--- src/rtl/inst_fetch_unit_if.sv ---
// Handshake bundle between the fetch unit, instruction memory, execute redirect
// and decode. The master modport is the fetch unit's view.
interface inst_fetch_unit_if;
  logic        imem_req_valid;
  logic        imem_req_ready;
  logic [31:0] imem_req_addr;
  logic        imem_rsp_valid;
  logic [31:0] imem_rsp_data;
  logic        redirect_valid;
  logic [31:0] redirect_pc;
  logic        inst_valid;
  logic        inst_ready;
  logic [31:0] inst_data;
  logic [31:0] inst_pc;

  modport master (
    output imem_req_valid, imem_req_addr, inst_valid, inst_data, inst_pc,
    input  imem_req_ready, imem_rsp_valid, imem_rsp_data,
           redirect_valid, redirect_pc, inst_ready
  );

  modport slave (
    input  imem_req_valid, imem_req_addr, inst_valid, inst_data, inst_pc,
    output imem_req_ready, imem_rsp_valid, imem_rsp_data,
           redirect_valid, redirect_pc, inst_ready
  );
endinterface

--- src/rtl/inst_fetch_unit.sv ---
// Instruction fetch stage: sequential prefetch into a PC-tagged in-order FIFO,
// with redirect flush and stale in-flight response dropping.
module inst_fetch_unit #(
  parameter logic [31:0] RESET_PC   = 32'h0000_0000,
  parameter int unsigned FIFO_DEPTH = 4
) (
  input logic                clk,
  input logic                rst,
  inst_fetch_unit_if.master  io_fetch
);
  localparam int unsigned PW = $clog2(FIFO_DEPTH);
  localparam int unsigned CW = PW + 1;
  localparam logic [CW:0] DEPTH_L = FIFO_DEPTH[CW:0];

  typedef enum logic [1:0] {S_IDLE, S_FETCH, S_FLUSH} state_t;

  state_t        r_state, w_state_next;
  logic [31:0]   r_fetch_pc, r_rsp_pc;
  logic [CW-1:0] r_outstanding, r_count, w_outstanding_next;
  logic [PW-1:0] r_wptr, r_rptr;
  logic [31:0]   r_data_mem [FIFO_DEPTH];
  logic [31:0]   r_pc_mem   [FIFO_DEPTH];

  logic        w_req_valid, w_req_fire, w_rsp_acc, w_push, w_pop, w_inst_valid;
  logic [CW:0] w_inflight;
  logic [31:0] w_redirect_tgt;

  always_comb begin
    w_inflight     = {1'b0, r_outstanding} + {1'b0, r_count};
    w_req_valid    = (r_state == S_FETCH) && (w_inflight < DEPTH_L) && !io_fetch.redirect_valid;
    w_req_fire     = w_req_valid && io_fetch.imem_req_ready;
    w_rsp_acc      = io_fetch.imem_rsp_valid && (r_outstanding != '0);
    w_push         = w_rsp_acc && (r_state == S_FETCH) && !io_fetch.redirect_valid;
    w_inst_valid   = (r_count != '0);
    w_pop          = w_inst_valid && io_fetch.inst_ready;
    w_outstanding_next = r_outstanding + {{PW{1'b0}}, w_req_fire} - {{PW{1'b0}}, w_rsp_acc};
    w_redirect_tgt = {io_fetch.redirect_pc[31:2], 2'b00};
  end

  always_comb begin
    w_state_next = r_state;
    case (r_state)
      S_IDLE:  w_state_next = S_FETCH;
      S_FETCH: if (io_fetch.redirect_valid && (w_outstanding_next != '0)) w_state_next = S_FLUSH;
      S_FLUSH: if (w_outstanding_next == '0) w_state_next = S_FETCH;
      default: w_state_next = S_IDLE;
    endcase
  end

  always_ff @(posedge clk or posedge rst) begin
    if (rst) begin
      r_state       <= S_IDLE;
      r_fetch_pc    <= RESET_PC;
      r_rsp_pc      <= RESET_PC;
      r_outstanding <= '0;
    end else begin
      r_state       <= w_state_next;
      r_outstanding <= w_outstanding_next;
      if (io_fetch.redirect_valid) begin
        r_fetch_pc <= w_redirect_tgt;
        r_rsp_pc   <= w_redirect_tgt;
      end else begin
        if (w_req_fire) r_fetch_pc <= r_fetch_pc + 32'd4;
        if (w_push)     r_rsp_pc   <= r_rsp_pc + 32'd4;
      end
    end
  end

  // Redirect wins over push/pop: the FIFO restarts empty regardless of this cycle's traffic.
  always_ff @(posedge clk or posedge rst) begin
    if (rst) begin
      r_wptr  <= '0;
      r_rptr  <= '0;
      r_count <= '0;
    end else if (io_fetch.redirect_valid) begin
      r_wptr  <= '0;
      r_rptr  <= '0;
      r_count <= '0;
    end else begin
      if (w_push) r_wptr <= r_wptr + 1'b1;
      if (w_pop)  r_rptr <= r_rptr + 1'b1;
      r_count <= r_count + {{PW{1'b0}}, w_push} - {{PW{1'b0}}, w_pop};
    end
  end

  always_ff @(posedge clk) begin
    if (w_push) begin
      r_data_mem[r_wptr] <= io_fetch.imem_rsp_data;
      r_pc_mem[r_wptr]   <= r_rsp_pc;
    end
  end

  assign io_fetch.imem_req_valid = w_req_valid;
  assign io_fetch.imem_req_addr  = r_fetch_pc;
  assign io_fetch.inst_valid     = w_inst_valid;
  assign io_fetch.inst_data      = w_inst_valid ? r_data_mem[r_rptr] : '0;
  assign io_fetch.inst_pc        = w_inst_valid ? r_pc_mem[r_rptr]   : '0;
endmodule

--- src/flat_wrapper.sv ---
// flat-port wrapper written by rule: the top's interface ports become plain ports
module inst_fetch_unit_flat 
#(
  parameter logic [31:0] RESET_PC   = 32'h0000_0000,
  parameter int unsigned FIFO_DEPTH = 4
)
  (clk, rst, io_fetch_imem_req_valid, io_fetch_imem_req_addr, io_fetch_inst_valid, io_fetch_inst_data, io_fetch_inst_pc, io_fetch_imem_req_ready, io_fetch_imem_rsp_valid, io_fetch_imem_rsp_data, io_fetch_redirect_valid, io_fetch_redirect_pc, io_fetch_inst_ready);
  inst_fetch_unit_if io_fetch_i ();
  input logic clk;
  input logic rst;
  output wire logic [$bits(io_fetch_i.imem_req_valid)-1:0] io_fetch_imem_req_valid;
  output wire logic [$bits(io_fetch_i.imem_req_addr)-1:0] io_fetch_imem_req_addr;
  output wire logic [$bits(io_fetch_i.inst_valid)-1:0] io_fetch_inst_valid;
  output wire logic [$bits(io_fetch_i.inst_data)-1:0] io_fetch_inst_data;
  output wire logic [$bits(io_fetch_i.inst_pc)-1:0] io_fetch_inst_pc;
  input wire logic [$bits(io_fetch_i.imem_req_ready)-1:0] io_fetch_imem_req_ready;
  input wire logic [$bits(io_fetch_i.imem_rsp_valid)-1:0] io_fetch_imem_rsp_valid;
  input wire logic [$bits(io_fetch_i.imem_rsp_data)-1:0] io_fetch_imem_rsp_data;
  input wire logic [$bits(io_fetch_i.redirect_valid)-1:0] io_fetch_redirect_valid;
  input wire logic [$bits(io_fetch_i.redirect_pc)-1:0] io_fetch_redirect_pc;
  input wire logic [$bits(io_fetch_i.inst_ready)-1:0] io_fetch_inst_ready;
  assign io_fetch_imem_req_valid = io_fetch_i.imem_req_valid;
  assign io_fetch_imem_req_addr = io_fetch_i.imem_req_addr;
  assign io_fetch_inst_valid = io_fetch_i.inst_valid;
  assign io_fetch_inst_data = io_fetch_i.inst_data;
  assign io_fetch_inst_pc = io_fetch_i.inst_pc;
  assign io_fetch_i.imem_req_ready = io_fetch_imem_req_ready;
  assign io_fetch_i.imem_rsp_valid = io_fetch_imem_rsp_valid;
  assign io_fetch_i.imem_rsp_data = io_fetch_imem_rsp_data;
  assign io_fetch_i.redirect_valid = io_fetch_redirect_valid;
  assign io_fetch_i.redirect_pc = io_fetch_redirect_pc;
  assign io_fetch_i.inst_ready = io_fetch_inst_ready;
  inst_fetch_unit #(.RESET_PC(RESET_PC), .FIFO_DEPTH(FIFO_DEPTH)) u_core (.clk(clk), .rst(rst), .io_fetch(io_fetch_i));
endmodule
--- config.mk ---
export PLATFORM = sky130hd
export DESIGN_NAME = inst_fetch_unit_flat
export DESIGN_NICKNAME = d
export VERILOG_FILES = /design/src/rtl/inst_fetch_unit_if.sv /design/src/rtl/inst_fetch_unit.sv /design/src/flat_wrapper.sv
export SDC_FILE = /design/constraint.sdc
export NUM_CORES = 1
export LEC_CHECK = 0
export ABC_AREA = 1
export CORE_AREA = 3 3 260 198
export CTS_BUF_LIST = sky130_fd_sc_hd__clkbuf_8
export DETAILED_ROUTE_END_ITERATION = 12
export DIE_AREA = 0 0 263 201
export PLACE_DENSITY = 0.61
export SLEW_MARGIN = 20
export SYNTH_ARGS = -nofsm -noshare
export SYNTH_HDL_FRONTEND = slang
export SYNTH_SLANG_ARGS = --single-unit
--- constraint.sdc ---
create_clock -name clk -period 3.9 [get_ports clk]
set_input_delay 0.39 -clock clk [delete_from_list [all_inputs] [get_ports clk]]
set_output_delay 0.39 -clock clk [all_outputs]
set_load 0.01 [all_outputs]
Yosys cells after proc, flatten, opt, wreduce, memory -nomap -nowiden:

Memory sizes are Yosys's and may differ from the RTL's.
Cells that the tools add are included.
Widths: inputs -> output; s select.

* register bits: 76
* memories: 2
* bits of input ports: 70
* output and inout bits: 98
* logic and storage cells: 57
* memory bits (writable): 256

Memories
* u_core.r_data_mem: depth 4, width 32, read ports 1, clocked after Yosys merged registers in 0, write ports 1, line inst_fetch_unit.sv:21 `logic [31:0] r_data_mem [FIFO_DEPTH];`
* u_core.r_pc_mem: depth 4, width 32, read ports 1, clocked after Yosys merged registers in 0, write ports 1, line inst_fetch_unit.sv:22 `logic [31:0] r_pc_mem [FIFO_DEPTH];`

* add/sub/neg operators: 9
* reductions and logical operators: 18
* equality and inequality tests: 4
* mux-type cells: 16
* magnitude comparators: 1

Operators by type and width (count)
* $mux 32: 6
* $add 32x3->32 const B: 2
* $mux 2: 6
* $reduce_bool 3->1: 3
* $logic_and 1x1->1: 8
* $add 3x1->3: 2
* $pmux 2 s3: 1
* $reduce_bool 2->1: 3
* $sub 3x1->3: 2
* $add 2x1->2 const B: 2
* $add 3x3->4: 1
* $lt 4x3->1 const B: 1
* $logic_not 3->1: 1
* $mux 3: 1
* $eq 2x1->1 const B: 1
* $eq 2x2->1 const B: 1
* $logic_not 2->1: 1
* $mux 1: 2
* $ne 2x1->1 const B: 1
* $ne 2x2->1 const B: 1
* $reduce_and 2->1: 1
* $logic_not 1->1: 1

Depth between registers and ports, before layout:

Gate-level depths: netlist of the first run.

* depth after elaboration: 11
* gate-level depth with buffers: 14
* gate-level depth less buffers: 13

Least setup slack after synthesis of the first run:

OpenSTA, ideal clock, no wires.

* path kind: reg-to-reg
* from: reg u_core.r_outstanding[1]
* to: mem u_core.r_data_mem[0][0], enable pin
* data required time: 3.418 ns
* clock period less this slack: 4.000 ns
* cell stages (with the launch flop): 7
* buffers on the path: 1
* setup slack: -0.100 ns
* setup time: 0.482 ns
* arrival: 3.518 ns
* cells stage by stage: dfrtp_1 -> inv_1 -> nand3_1 -> and2_1 -> nand3_1 -> buf_2 -> nor2_1

* word-level cells in the longest chain between the ends: 6

RTL lines
* start: declaration: line inst_fetch_unit.sv:19 `logic [CW-1:0] r_outstanding, r_count, w_outstanding_next;`
* start signal: assignment: line inst_fetch_unit.sv:58 `r_outstanding <= w_outstanding_next;`
* $reduce_bool 3->1: line inst_fetch_unit.sv:32 `w_rsp_acc = io_fetch.imem_rsp_valid && (r_outstanding != '0);`
* $logic_and 1x1->1: line inst_fetch_unit.sv:32
* $logic_and 1x1->1 (2 in series): line inst_fetch_unit.sv:33 `w_push = w_rsp_acc && (r_state == S_FETCH) && !io_fetch.redirect_valid;`
* $mux 1: line inst_fetch_unit.sv:87 `if (w_push) begin`
* $mux 1 (not written as such): line inst_fetch_unit.sv:88 `r_data_mem[r_wptr] <= io_fetch.imem_rsp_data;`
* end: declaration: line inst_fetch_unit.sv:21

No other way between the ends.

Worst setup path after layout of the first run:

* from: reg u_core.r_rptr[0]
* to: out io_fetch_inst_pc[18]

* word-level cells in the longest chain between the ends: 2

RTL lines
* start: declaration: line inst_fetch_unit.sv:20 `logic [PW-1:0] r_wptr, r_rptr;`
* start signal: assignment: line inst_fetch_unit.sv:81 `if (w_pop) r_rptr <= r_rptr + 1'b1;`
* $mem_v2 4x32
* $mux 32: line inst_fetch_unit.sv:97 `assign io_fetch.inst_pc = w_inst_valid ? r_pc_mem[r_rptr] : '0;`
* end: declaration: line flat_wrapper.sv:15 `output wire logic [$bits(io_fetch_i.inst_pc)-1:0] io_fetch_inst_pc;`

No other way between the ends.

==> results of run 1 <==
==> cell usage after synthesis (all sizes together) <==
| cell | count | area [um2] |
|---|---|---|
| a21o | 1 | 7.51 |
| xor2 | 13 | 114 |
| inv | 100 | 375 |
| o21bai | 6 | 45.0 |
| or2 | 3 | 18.8 |
| edfxtp | 248 | 7450 |
| buf | 35 | 213 |
| nand3b | 8 | 60.1 |
| nor2 | 352 | 1410 |
| o21ai | 148 | 741 |
| and2 | 4 | 25.0 |
| a31oi | 2 | 12.5 |
| o211ai | 6 | 45.0 |
| ha | 12 | 150 |
| conb | 1 | 3.75 |
| nand3 | 75 | 375 |
| clkbuf | 31 | 116 |
| xnor2 | 6 | 52.6 |
| nand4 | 11 | 68.8 |
| clkinv | 1 | 8.76 |
| fa | 2 | 40.0 |
| a21oi | 69 | 345 |
| dfrtp | 72 | 1800 |
| nor3 | 2 | 15.0 |
| nand2 | 326 | 1250 |
==> layout make-up <==
class | count | area [um2]
Inverter | 101 | 384
Multi-Input combinational cell | 1050 | 4810
Tap cell | 648 | 811
Timing Repair Buffer | 180 | 1800
Antenna cell | 1 | 2.50
Fill cell | 4847 | 30900
Clock inverter | 37 | 190
Clock buffer | 55 | 757
Sequential cell | 320 | 9250
==> cell families after synthesis <==
logic type	share of synthesized area
AND/OR/NAND/NOR	0.218
flip-flops	0.628
AO/OA/AOI/OAI	0.0812
buffers and inverters	0.0484
XOR/XNOR	0.0113
adder cells (fa/ha/maj)	0.0129
other	0.000254
==> per-layer routing <==
layer  track usage  up-vias
met5             0        -
met4        0.0309        0
met2         0.215      414
met3        0.0337       52
met1         0.220     5294
li1              -     5459
==> final timing paths <==
| path | end | slack (ns) |
|---|---|---|
| setup / recovery | io_fetch_inst_pc[18] | 0.72 |
| hold / removal | u_core.r_state[0] | 0.24 |
| setup reg to reg | u_core.r_state[1] | 1.22 |
| hold reg to reg | u_core.r_state[1] | 0.49 |
| max in group asynchronous | u_core.r_rsp_pc[24] | 2.74 |
| min in group clk | u_core.r_data_mem[0][9] | 0.42 |
==> where the power goes <==
group / internal (mW) / leakage, nW / switching [mW]
registers: 4.08 / 3.12 / 0.401
clock network: 1.37 / 0.538 / 1.34
logic: 1.45 / 3.19 / 2.01
total: 6.91 / 6.85 / 3.75
==> sequential cells by signal, indices dropped and copies added (netlist names) <==
register	flops
u_core.r_rptr	2
u_core.r_outstanding	3
u_core.r_rsp_pc	30
u_core.r_data_mem	128
u_core.r_pc_mem	120
u_core.r_state	2
u_core.r_wptr	2
u_core.io_fetch.imem_req_addr	30
u_core.r_count	3
==> stage by stage <==
step / std cells / TNS (ns)
6_report: 2392 / 0
5_1_grt: 2391 / 0
4_1_cts: 2391 / 0
3_5_place_dp: 2299 / 0
3_3_place_gp: 2299 / 0
2_1_floorplan: 1537 / -24.68
==> results by group, run 1 <==
Logic synthesis
  • Synthesized area: 0.0147 mm2
  • #FFs+latches synth: 320
  • Library cells used by synthesis: 35
  • Cells after Synth: 1534
  • Syn Area/Cell: 9.61 um2
  • Sequential element share of the synthesized area: 0.628
  • Number of synthesis warnings: 0

Timing
  • Fmax: 315 MHz
  • Worst-case headroom to the max-slew limit: 0.446
  • Unrepaired setup endpoints after global routing: false
  • Max-slew violation count: 0
  • Hold Violations, Final: 0
  • Worst-margin pin slew: 0.830 ns
  • Final worst-path cycle share: 0.814
  • Fin Hold WS: 0.245 ns
  • Final min period: 3.18 ns
  • Final setup fails: 0
  • Final worst-path setup slack: 0.725 ns
  • Layout Skew: 0.0542 ns

Setup path
  • Crit Path Max Fanout: 118
  • Crit path kind: reg2out
  • CP arrival: 2.79 ns
  • CP endpoint kind: output pin
  • Data required, critical path: 3.51 ns
  • Stages on worst setup path: 5
  • Reg2reg start: u_core.r_count[2]
  • CP startpoint kind: flip-flop
  • Setup crit start: u_core.r_rptr[0]
  • CP Buf/Inv Count: 3
  • R2r worst-path depth: 12
  • Cell Chain, Critical Path: inv_2, buf_12, o21ai_0, a21oi_1, clkdlybuf4s50_1
  • CP delay by family, top: buffers and inverters
  • Slowest cell on crit path: clkdlybuf4s50_1
  • Worst path max stage delay: 0.60 ns

CTS
  • Post_cts resized: 0
  • Clock Path Buffers: 3
  • Post-CTS Setup Inserts: 0
  • CTS tree: built
  • H-Tree Depth: 2
  • CTS buffer count: 51
  • Sink Count: 320
  • Clock Tree Root: clkbuf_8
  • Worst-path clk slew: 0.07 ns
  • Hold buffers post-CTS: 0
  • Clk Latency, worst-skew pair: 0.62 ns

Detailed routing
  • Met2 WL post-DR: 16700 um
  • Via-per-instance ratio: 4.69
  • Metal-1 WL: 19000 um
  • DRC Markers: 0
  • Post-DRT Antenna Nets: 0
  • Top Metal Used: met4
  • First-pass detailed-route iteration total: 5
  • Drt wl/cell: 16.6 um
  • 1st-iter DRT viols: 976
  • Metal3 WL: 3410 um
  • Vias: 11200
  • Routed WL: 39600 um

Placement
  • Pre-CTS setup slack: 0.921 ns
  • Area post-placement: 0.0171 mm2
  • GPL Wtd Cong: 0.861
  • Detailed placement HPWL: 25000 um
  • Port bufs: 161

Floorplan
  • Die Ht: 201 um
  • Row count: 70
  • Ports: 168
  • Die area: 0.0529 mm2
  • Horiz. Die Dim: 263 um
  • Core area: 0.0489 mm2
  • Initial core utilization: 0.302

Global route
  • Vias in the first global route: 10900
  • Global-route wire length before repair: 61800 um
  • Congestion Overflow GR: 0
  • GRT Total Usage: 0.147
  • Initial antenna violation count: 0
  • Largest net degree at the start of global routing: 126

Final layout
  • Share of cells above drive strength 1: 0.0688
  • Fin nets: 1788
  • Design area: 0.0180 mm2
  • Commonest non-fill, non-tap cells in the layout: 334 x nor2_1, 320 x nand2_1, 248 x edfxtp_1, 161 x clkdlybuf4s50_1, 148 x o21ai_0
  • Area delta synth->final: 22.3%
  • Finished Core Util: 0.369
  • Commonest non-fill, non-tap cell in the layout: nor2_1

Pwr
  • PwrDens: 592 mW/mm2
  • Pwr Total: 10.7 mW
  • Peak supply drop: 0.000349 V
  • Leak Pwr: 6.85 nW

Worst hold path
  • Hold Crit Class: in2async

Run
  • Max Cap Violations: 0

Outcome
  • Status: completed
(Power assumes the default switching activity.)
==> run 2: changes to the inputs <==
--- a/config.mk
+++ b/config.mk
@@ -10,7 +10,7 @@
 export CTS_BUF_LIST = sky130_fd_sc_hd__clkbuf_8
 export DETAILED_ROUTE_END_ITERATION = 12
 export DIE_AREA = 0 0 263 201
-export PLACE_DENSITY = 0.61
+export PLACE_DENSITY = 0.59
 export SLEW_MARGIN = 20
 export SYNTH_ARGS = -nofsm -noshare
 export SYNTH_HDL_FRONTEND = slang
==> constraint.sdc (replaced) <==
create_clock -name clk -period 3.1 [get_ports clk]
set_input_delay 0.31 -clock clk [delete_from_list [all_inputs] [get_ports clk]]
set_output_delay 0.31 -clock clk [all_outputs]
set_load 0.01 [all_outputs]
==> results by group, run 2 (synthesized netlist as in run 1, its figures left out) <==
Final layout
  • Antenna Cells: 0 (was 1)
  • Commonest non-fill, non-tap cells in the layout: 334 x nor2_1, 319 x nand2_1, 248 x edfxtp_1, 161 x clkdlybuf4s50_1, 148 x o21ai_0 (was 334 x nor2_1, 320 x nand2_1, 248 x edfxtp_1, 161 x clkdlybuf4s50_1, 148 x o21ai_0)
  • Share of cells above drive strength 1: 0.0736 (was 0.0688)
  • Commonest non-fill, non-tap cell in the layout: nor2_1 (unchanged)
  • Multi-input gate area: 0.00482 mm2 (was 0.00481 mm2)
  • Top flop regs: u_core.r_data_mem (128), u_core.r_pc_mem (120) (unchanged)
  • Fin cells: 2401 (was 2392)
  • Area delta synth->final: 23.4% (was 22.3%)
  • Fin nets: 1798 (was 1788)
  • Design area: 0.0182 mm2 (was 0.0180 mm2)
  • Largest Register: u_core.r_data_mem (unchanged)
  • Fillers: 4859 (was 4847)
  • Max reg flops: 128 (unchanged)
  • Register area: 0.00925 mm2 (unchanged)

Floorplan
  • Core area: 0.0489 mm2 (unchanged)
  • Die area: 0.0529 mm2 (unchanged)
  • Initial core utilization: 0.302 (unchanged)
  • Ports: 168 (unchanged)
  • Die Ht: 201 um (unchanged)
  • Row count: 70 (unchanged)
  • Horiz. Die Dim: 263 um (unchanged)

CTS
  • Clk Latency, worst-skew pair: 0.61 ns (was 0.62 ns)
  • Clock Path Buffers: 3 (unchanged)
  • Worst-path clk slew: 0.06 ns (was 0.07 ns)
  • CTS buffer count: 52 (was 51)
  • Sink Count: 320 (unchanged)
  • H-Tree Depth: 2 (unchanged)
  • Clock Tree Root: clkbuf_8 (unchanged)
  • Post-CTS Setup Inserts: 0 (unchanged)
  • CTS tree: built (unchanged)

Detailed routing
  • Post-DRT Antenna Nets: 0 (unchanged)
  • First-pass detailed-route iteration total: 5 (unchanged)
  • Drt wl/cell: 16.7 um (was 16.6 um)
  • 1st-iter DRT viols: 936 (was 976)
  • Via-per-instance ratio: 4.70 (was 4.69)
  • Routed WL: 40100 um (was 39600 um)
  • DRC Markers: 0 (unchanged)
  • Vias: 11300 (was 11200)

Timing
  • Unrepaired setup endpoints after global routing: false (unchanged)
  • Final setup fails: 0 (unchanged)
  • Max-slew violation count: 0 (unchanged)
  • Worst-margin pin slew: 0.665 ns (was 0.830 ns)
  • Worst-case headroom to the max-slew limit: 0.555 (was 0.446)
  • Fmax: 340 MHz
  • Layout Skew: 0.0391 ns (was 0.0542 ns)
  • Hold Violations, Final: 0 (unchanged)
  • Final min period: 2.94 ns
  • Final worst-path cycle share: 0.950

Placement
  • GPL Wtd Cong: 0.861 (about the same)
  • Detailed placement HPWL: 26000 um (was 25000 um)
  • Dpl cells: 2306 (was 2299)
  • Area post-placement: 0.0172 mm2 (was 0.0171 mm2)
  • Port bufs: 161 (unchanged)

Worst hold path
  • Hold Crit Depth: 1
  • Hold Crit Class: in2reg (was in2async)

Global route
  • Initial antenna violation count: 1 (was 0)
  • Vias in the first global route: 10800 (was 10900)
  • GRT Total Usage: 0.148 (was 0.147)
  • Global-route wire length before repair: 62000 um (was 61800 um)
  • Largest net degree at the start of global routing: 64 (was 126)
  • Congestion Overflow GR: 0 (unchanged)

Pwr
  • Pwr Total: 13.5 mW (was 10.7 mW)
  • Leak Pwr: 6.93 nW (was 6.85 nW)
  • Peak supply drop: 0.000386 V (was 0.000349 V)
  • PwrDens: 743 mW/mm2 (was 592 mW/mm2)

Setup path
  • Cell Chain, Critical Path: inv_6, buf_12, o21ai_0, a21oi_1, clkdlybuf4s50_1 (was inv_2, buf_12, o21ai_0, a21oi_1, clkdlybuf4s50_1)
  • CP delay by family, top: buffers and inverters (unchanged)
  • Worst path max stage delay: 0.60 ns (about the same)
  • CP arrival: 2.63 ns (was 2.79 ns)
  • Data required, critical path: 2.79 ns (was 3.51 ns)
  • Crit path kind: reg2out (unchanged)
  • CP Buf/Inv Count: 3 (unchanged)
  • Crit Path Max Fanout: 38 (was 118)
  • CP endpoint kind: output pin (unchanged)
  • Slowest cell on crit path: clkdlybuf4s50_1 (unchanged)
  • Stages on worst setup path: 5 (unchanged)
  • CP startpoint kind: flip-flop (unchanged)
  • R2r worst-path depth: 12 (unchanged)

Outcome
  • Status: completed (unchanged)

Run
  • Max Cap Violations: 0 (unchanged)
-- run 2: changes by cell type in the layout (fill, tap and decap cells not counted), sizes merged --
cell	delta
buf	+8
clkbuf	-3
inv	+3
clkinvlp	+1
diode	-1
dlygate4sd3	+1
-- run 2: timing repair --
action,CTS,global route
cloned,1,0
endpoints found under the setup margin,9,11
gates resized for setup,2,5
hold buffers,1,0
hold endpoints to repair,10,0
pin swaps,0,0
-- run 2: cell type report --
| class | instances | area share |
|---|---|---|
| flip-flops and latches | 320 | 0.509 |
| multi-input cells | 1050 | 0.265 |
| well taps | 648 | 0.0446 |
| repair buffers | 189 | 0.109 |
| clock buffers | 52 | 0.0394 |
| clock inverters | 41 | 0.0120 |
| inverters | 101 | 0.0215 |
-- run 2: where the power goes --
part           leakage, nW  switching [mW]  internal [mW]
clock network        0.543            1.70           1.66
registers             3.12           0.520           5.14
logic                 3.26            2.57           1.93
total                 6.93            4.79           8.73
-- run 2: metrics by stage --
step	hold slack [ns]	util	setup slack, ns	setup TNS [ns]
2_1_floorplan	0.409	-	-0.900	-223.08
3_3_place_gp	0.477	0.352	0.305	0
3_5_place_dp	0.486	0.352	0.261	0
4_1_cts	0.280	0.372	0.00340	0
5_1_grt	0.309	0.372	0.0100	0
6_report	0.330	0.372	0.156	0
-- run 2: routing by layer --
| metal | vias to the layer above | part of all wire | global-route usage |
|---|---|---|---|
| met3 | 50 | 0.064 | 0.0301 |
| met5 | - | 0.00045 | 0 |
| met1 | 5387 | 0.49 | 0.219 |
| li1 | 5478 | - | - |
| met2 | 359 | 0.43 | 0.225 |
| met4 | 2 | 0.014 | 0.0299 |
-- run 2: worst reg2reg max path: cells and delay by family, from the launching register on --
family	cells	cell delay (ns)
flip-flops	1	0.43
AND/OR/NAND/NOR	7	0.74
buffers and inverters	1	0.25
AO/OA/AOI/OAI	1	0.07
adder cells (fa/ha/maj)	3	1.04
-- run 2: final timing paths --
kind,from,end,slack (ns)
worst max-delay path,u_core.r_rptr[0],io_fetch_inst_pc[21],0.16
worst min-delay path,io_fetch_imem_rsp_data[18],u_core.r_data_mem[3][18],0.33
worst max register to register,u_core.r_count[1],u_core.r_state[1],0.45
worst min register to register,u_core.r_state[0],u_core.r_state[1],0.48
max in group asynchronous,rst,u_core.r_rptr[0],1.81
min in group asynchronous,rst,u_core.io_fetch.imem_req_addr[16],0.58
==> run 3: changes to the inputs <==
--- a/config.mk
+++ b/config.mk
@@ -6,11 +6,11 @@
 export NUM_CORES = 1
 export LEC_CHECK = 0
 export ABC_AREA = 1
-export CORE_AREA = 3 3 260 198
+export CORE_AREA = 3 3 189 145
 export CTS_BUF_LIST = sky130_fd_sc_hd__clkbuf_8
 export DETAILED_ROUTE_END_ITERATION = 12
-export DIE_AREA = 0 0 263 201
-export PLACE_DENSITY = 0.59
+export DIE_AREA = 0 0 192 148
+export PLACE_DENSITY = 0.92
 export SLEW_MARGIN = 20
 export SYNTH_ARGS = -nofsm -noshare
 export SYNTH_HDL_FRONTEND = slang
==> results by group, run 3 (synthesized netlist as in run 1, its figures left out) <==
Pwr
  • PwrDens: 742 mW/mm2 (was 743 mW/mm2)
  • Peak supply drop: 0.000414 V (was 0.000386 V)
  • Leak Pwr: 6.85 nW (was 6.93 nW)

Setup path
  • Crit Path Max Fanout: 125 (was 38)
  • CP dominant cell by count: nor2_1
  • CP startpoint kind: flip-flop (unchanged)
  • CP arrival: 2.67 ns (was 2.63 ns)
  • R2r worst-path depth: 12 (unchanged)
  • Register-to-Register Setup Slack: 0.45 ns (about the same)
  • RR Endpoint: u_core.r_state[1] (unchanged)
  • Cell Chain, Critical Path: buf_16, nor2_1, nor2_1, o21ai_0, a21oi_1, clkdlybuf4s50_1 (was inv_6, buf_12, o21ai_0, a21oi_1, clkdlybuf4s50_1)
  • Reg2reg start: u_core.r_count[2] (was u_core.r_count[1])
  • Crit path kind: reg2out (unchanged)
  • CP endpoint kind: output pin (unchanged)
  • Worst path max stage delay: 0.60 ns (about the same)
  • Slowest cell on crit path: clkdlybuf4s50_1 (unchanged)
  • Setup crit start: u_core.r_rptr[0] (unchanged)
  • Data required, critical path: 2.79 ns (about the same)

Floorplan
  • Initial core utilization: 0.573 (was 0.302)
  • Core area: 0.0257 mm2 (was 0.0489 mm2)
  • Horiz. Die Dim: 192 um (was 263 um)
  • Die Ht: 148 um (was 201 um)
  • Row count: 51 (was 70)
  • Die area: 0.0284 mm2 (was 0.0529 mm2)
  • Ports: 168 (unchanged)

Final layout
  • Fillers: 1783 (was 4859)
  • Share of cells above drive strength 1: 0.0662 (was 0.0736)
  • Area delta synth->final: 19.7% (was 23.4%)
  • Largest Register: u_core.r_data_mem (unchanged)
  • Max reg flops: 128 (unchanged)
  • Antenna Cells: 0 (unchanged)
  • Commonest non-fill, non-tap cells in the layout: 334 x nor2_1, 320 x nand2_1, 248 x edfxtp_1, 161 x clkdlybuf4s50_1, 148 x o21ai_0 (was 334 x nor2_1, 319 x nand2_1, 248 x edfxtp_1, 161 x clkdlybuf4s50_1, 148 x o21ai_0)
  • Finished Core Util: 0.686 (was 0.372)
  • Fin nets: 1786 (was 1798)
  • Commonest non-fill, non-tap cell in the layout: nor2_1 (unchanged)
  • Top flop regs: u_core.r_data_mem (128), u_core.r_pc_mem (120) (unchanged)
  • Fin cells: 2081 (was 2401)

Timing
  • Final worst-path setup slack: 0.124 ns (was 0.156 ns)
  • Hold Violations, Final: 0 (unchanged)
  • Fmax: 336 MHz (was 340 MHz)
  • Final min period: 2.98 ns (was 2.94 ns)
  • Final worst-path cycle share: 0.960 (was 0.950)
  • Worst-margin pin slew: 0.853 ns (was 0.665 ns)
  • Layout Skew: 0.0260 ns (was 0.0391 ns)
  • Worst-case headroom to the max-slew limit: 0.430 (was 0.555)
  • Final setup fails: 0 (unchanged)
  • Max-slew violation count: 0 (unchanged)

Detailed routing
  • Via-per-instance ratio: 5.62 (was 4.70)
  • Routed WL: 37100 um (was 40100 um)
  • Drt wl/cell: 17.8 um (was 16.7 um)
  • First-pass detailed-route iteration total: 5 (unchanged)
  • DRC Markers: 0 (unchanged)
  • Vias: 11700 (was 11300)
  • Post-DRT Antenna Nets: 0 (unchanged)
  • 1st-iter DRT viols: 1202 (was 936)

Outcome
  • Status: completed (unchanged)

CTS
  • Post-CTS Setup Inserts: 0 (unchanged)
  • CTS tree: built (unchanged)
  • Clock Tree Root: clkbuf_8 (unchanged)
  • H-Tree Depth: 2 (unchanged)
  • CTS buffer count: 47 (was 52)
  • Post_cts resized: 0 (was 2)
  • Worst-path clk slew: 0.07 ns (was 0.06 ns)
  • Clock Path Buffers: 3 (unchanged)
  • Clk Latency, worst-skew pair: 0.58 ns (was 0.61 ns)
  • Hold buffers post-CTS: 0 (was 1)
  • Sink Count: 320 (unchanged)

Global route
  • GRT Total Usage: 0.255 (was 0.148)
  • Largest net degree at the start of global routing: 126 (was 64)
  • Vias in the first global route: 11300 (was 10800)
  • Global-route wire length before repair: 57100 um (was 62000 um)
  • Initial antenna violation count: 2 (was 1)
  • Congestion Overflow GR: 0 (unchanged)

Placement
  • Dpl cells: 1997 (was 2306)
  • Port bufs: 161 (unchanged)
  • GPL Wtd Cong: 0.944 (was 0.861)
  • Pre-CTS setup slack: 0.335 ns (was 0.261 ns)
  • Detailed placement HPWL: 23700 um (was 26000 um)

Run
  • Max Cap Violations: 0 (unchanged)

Worst hold path
  • Hold Crit Class: in2async (was in2reg)
-- run 3: cell types whose count changed in the layout (fill, tap and decap cells not counted), sizes merged --
cell,change
clkinv,-7
buf,-6
bufinv,-1
clkbuf,-1
clkinvlp,-1
dlygate4sd3,-1
inv,+1
-- run 3: layout make-up --
| cell class | instances | area [um2] | share of cell area |
|---|---|---|---|
| sequential | 320 | 9260 | 0.525 |
| tap | 344 | 430 | 0.0244 |
| clock inverter | 33 | 149 | 0.00844 |
| timing repair buffer | 182 | 1900 | 0.108 |
| multi-input combinational | 1050 | 4810 | 0.273 |
| inverter | 101 | 385 | 0.0218 |
| clock buffer | 51 | 702 | 0.0398 |
-- run 3: routing by layer --
layer / GRT usage / up-vias / share of wire
li1: - / 5442 / -
met1: 0.347 / 5552 / 0.40
met3: 0.0538 / 68 / 0.11
met2: 0.422 / 639 / 0.47
met5: 0 / - / 0.00062
met4: 0.0688 / 4 / 0.019
-- run 3: how the worst max path moves through the flow --
stage               cells after the start                 endpoint
floorplan                               6  u_core.r_data_mem[0][0]
global placement                       12        u_core.r_state[1]
detailed placement                     12        u_core.r_state[1]
CTS                                     6      io_fetch_inst_pc[9]
global route                            6     io_fetch_inst_pc[12]
finish                                  6     io_fetch_inst_pc[12]
-- run 3: metrics by stage --
| step | power [mW] | hold slack, ns | area [um2] | setup TNS [ns] |
|---|---|---|---|---|
| after floorplan | 7.92 | 0.409 | 14700 | -223.08 |
| after global placement | 9.84 | 0.471 | 16800 | 0 |
| after detailed placement | 10.0 | 0.481 | 16800 | 0 |
| after CTS | 13.1 | 0.245 | 17600 | 0 |
| after global routing | 13.8 | 0.325 | 17600 | -0.0205 |
| final | 13.1 | 0.238 | 17600 | 0 |
-- run 3: power breakdown --
| group | total, mW | switching [mW] | leakage (nW) | internal [mW] |
|---|---|---|---|---|
| Clock | 3.09 | 1.57 | 0.509 | 1.52 |
| Combinational | 4.35 | 2.49 | 3.22 | 1.87 |
| Sequential | 5.65 | 0.518 | 3.12 | 5.14 |
| Total | 13.1 | 4.57 | 6.85 | 8.52 |
-- run 3: worst max-delay path: cells and delay by family, from the launching register on --
| family | cells | cell delay, ns |
|---|---|---|
| buffers and inverters | 2 | 1.02 |
| DFF | 1 | 0.45 |
| AOI/OAI and AO/OA | 2 | 0.39 |
| and+or+nand+nor | 2 | 0.24 |
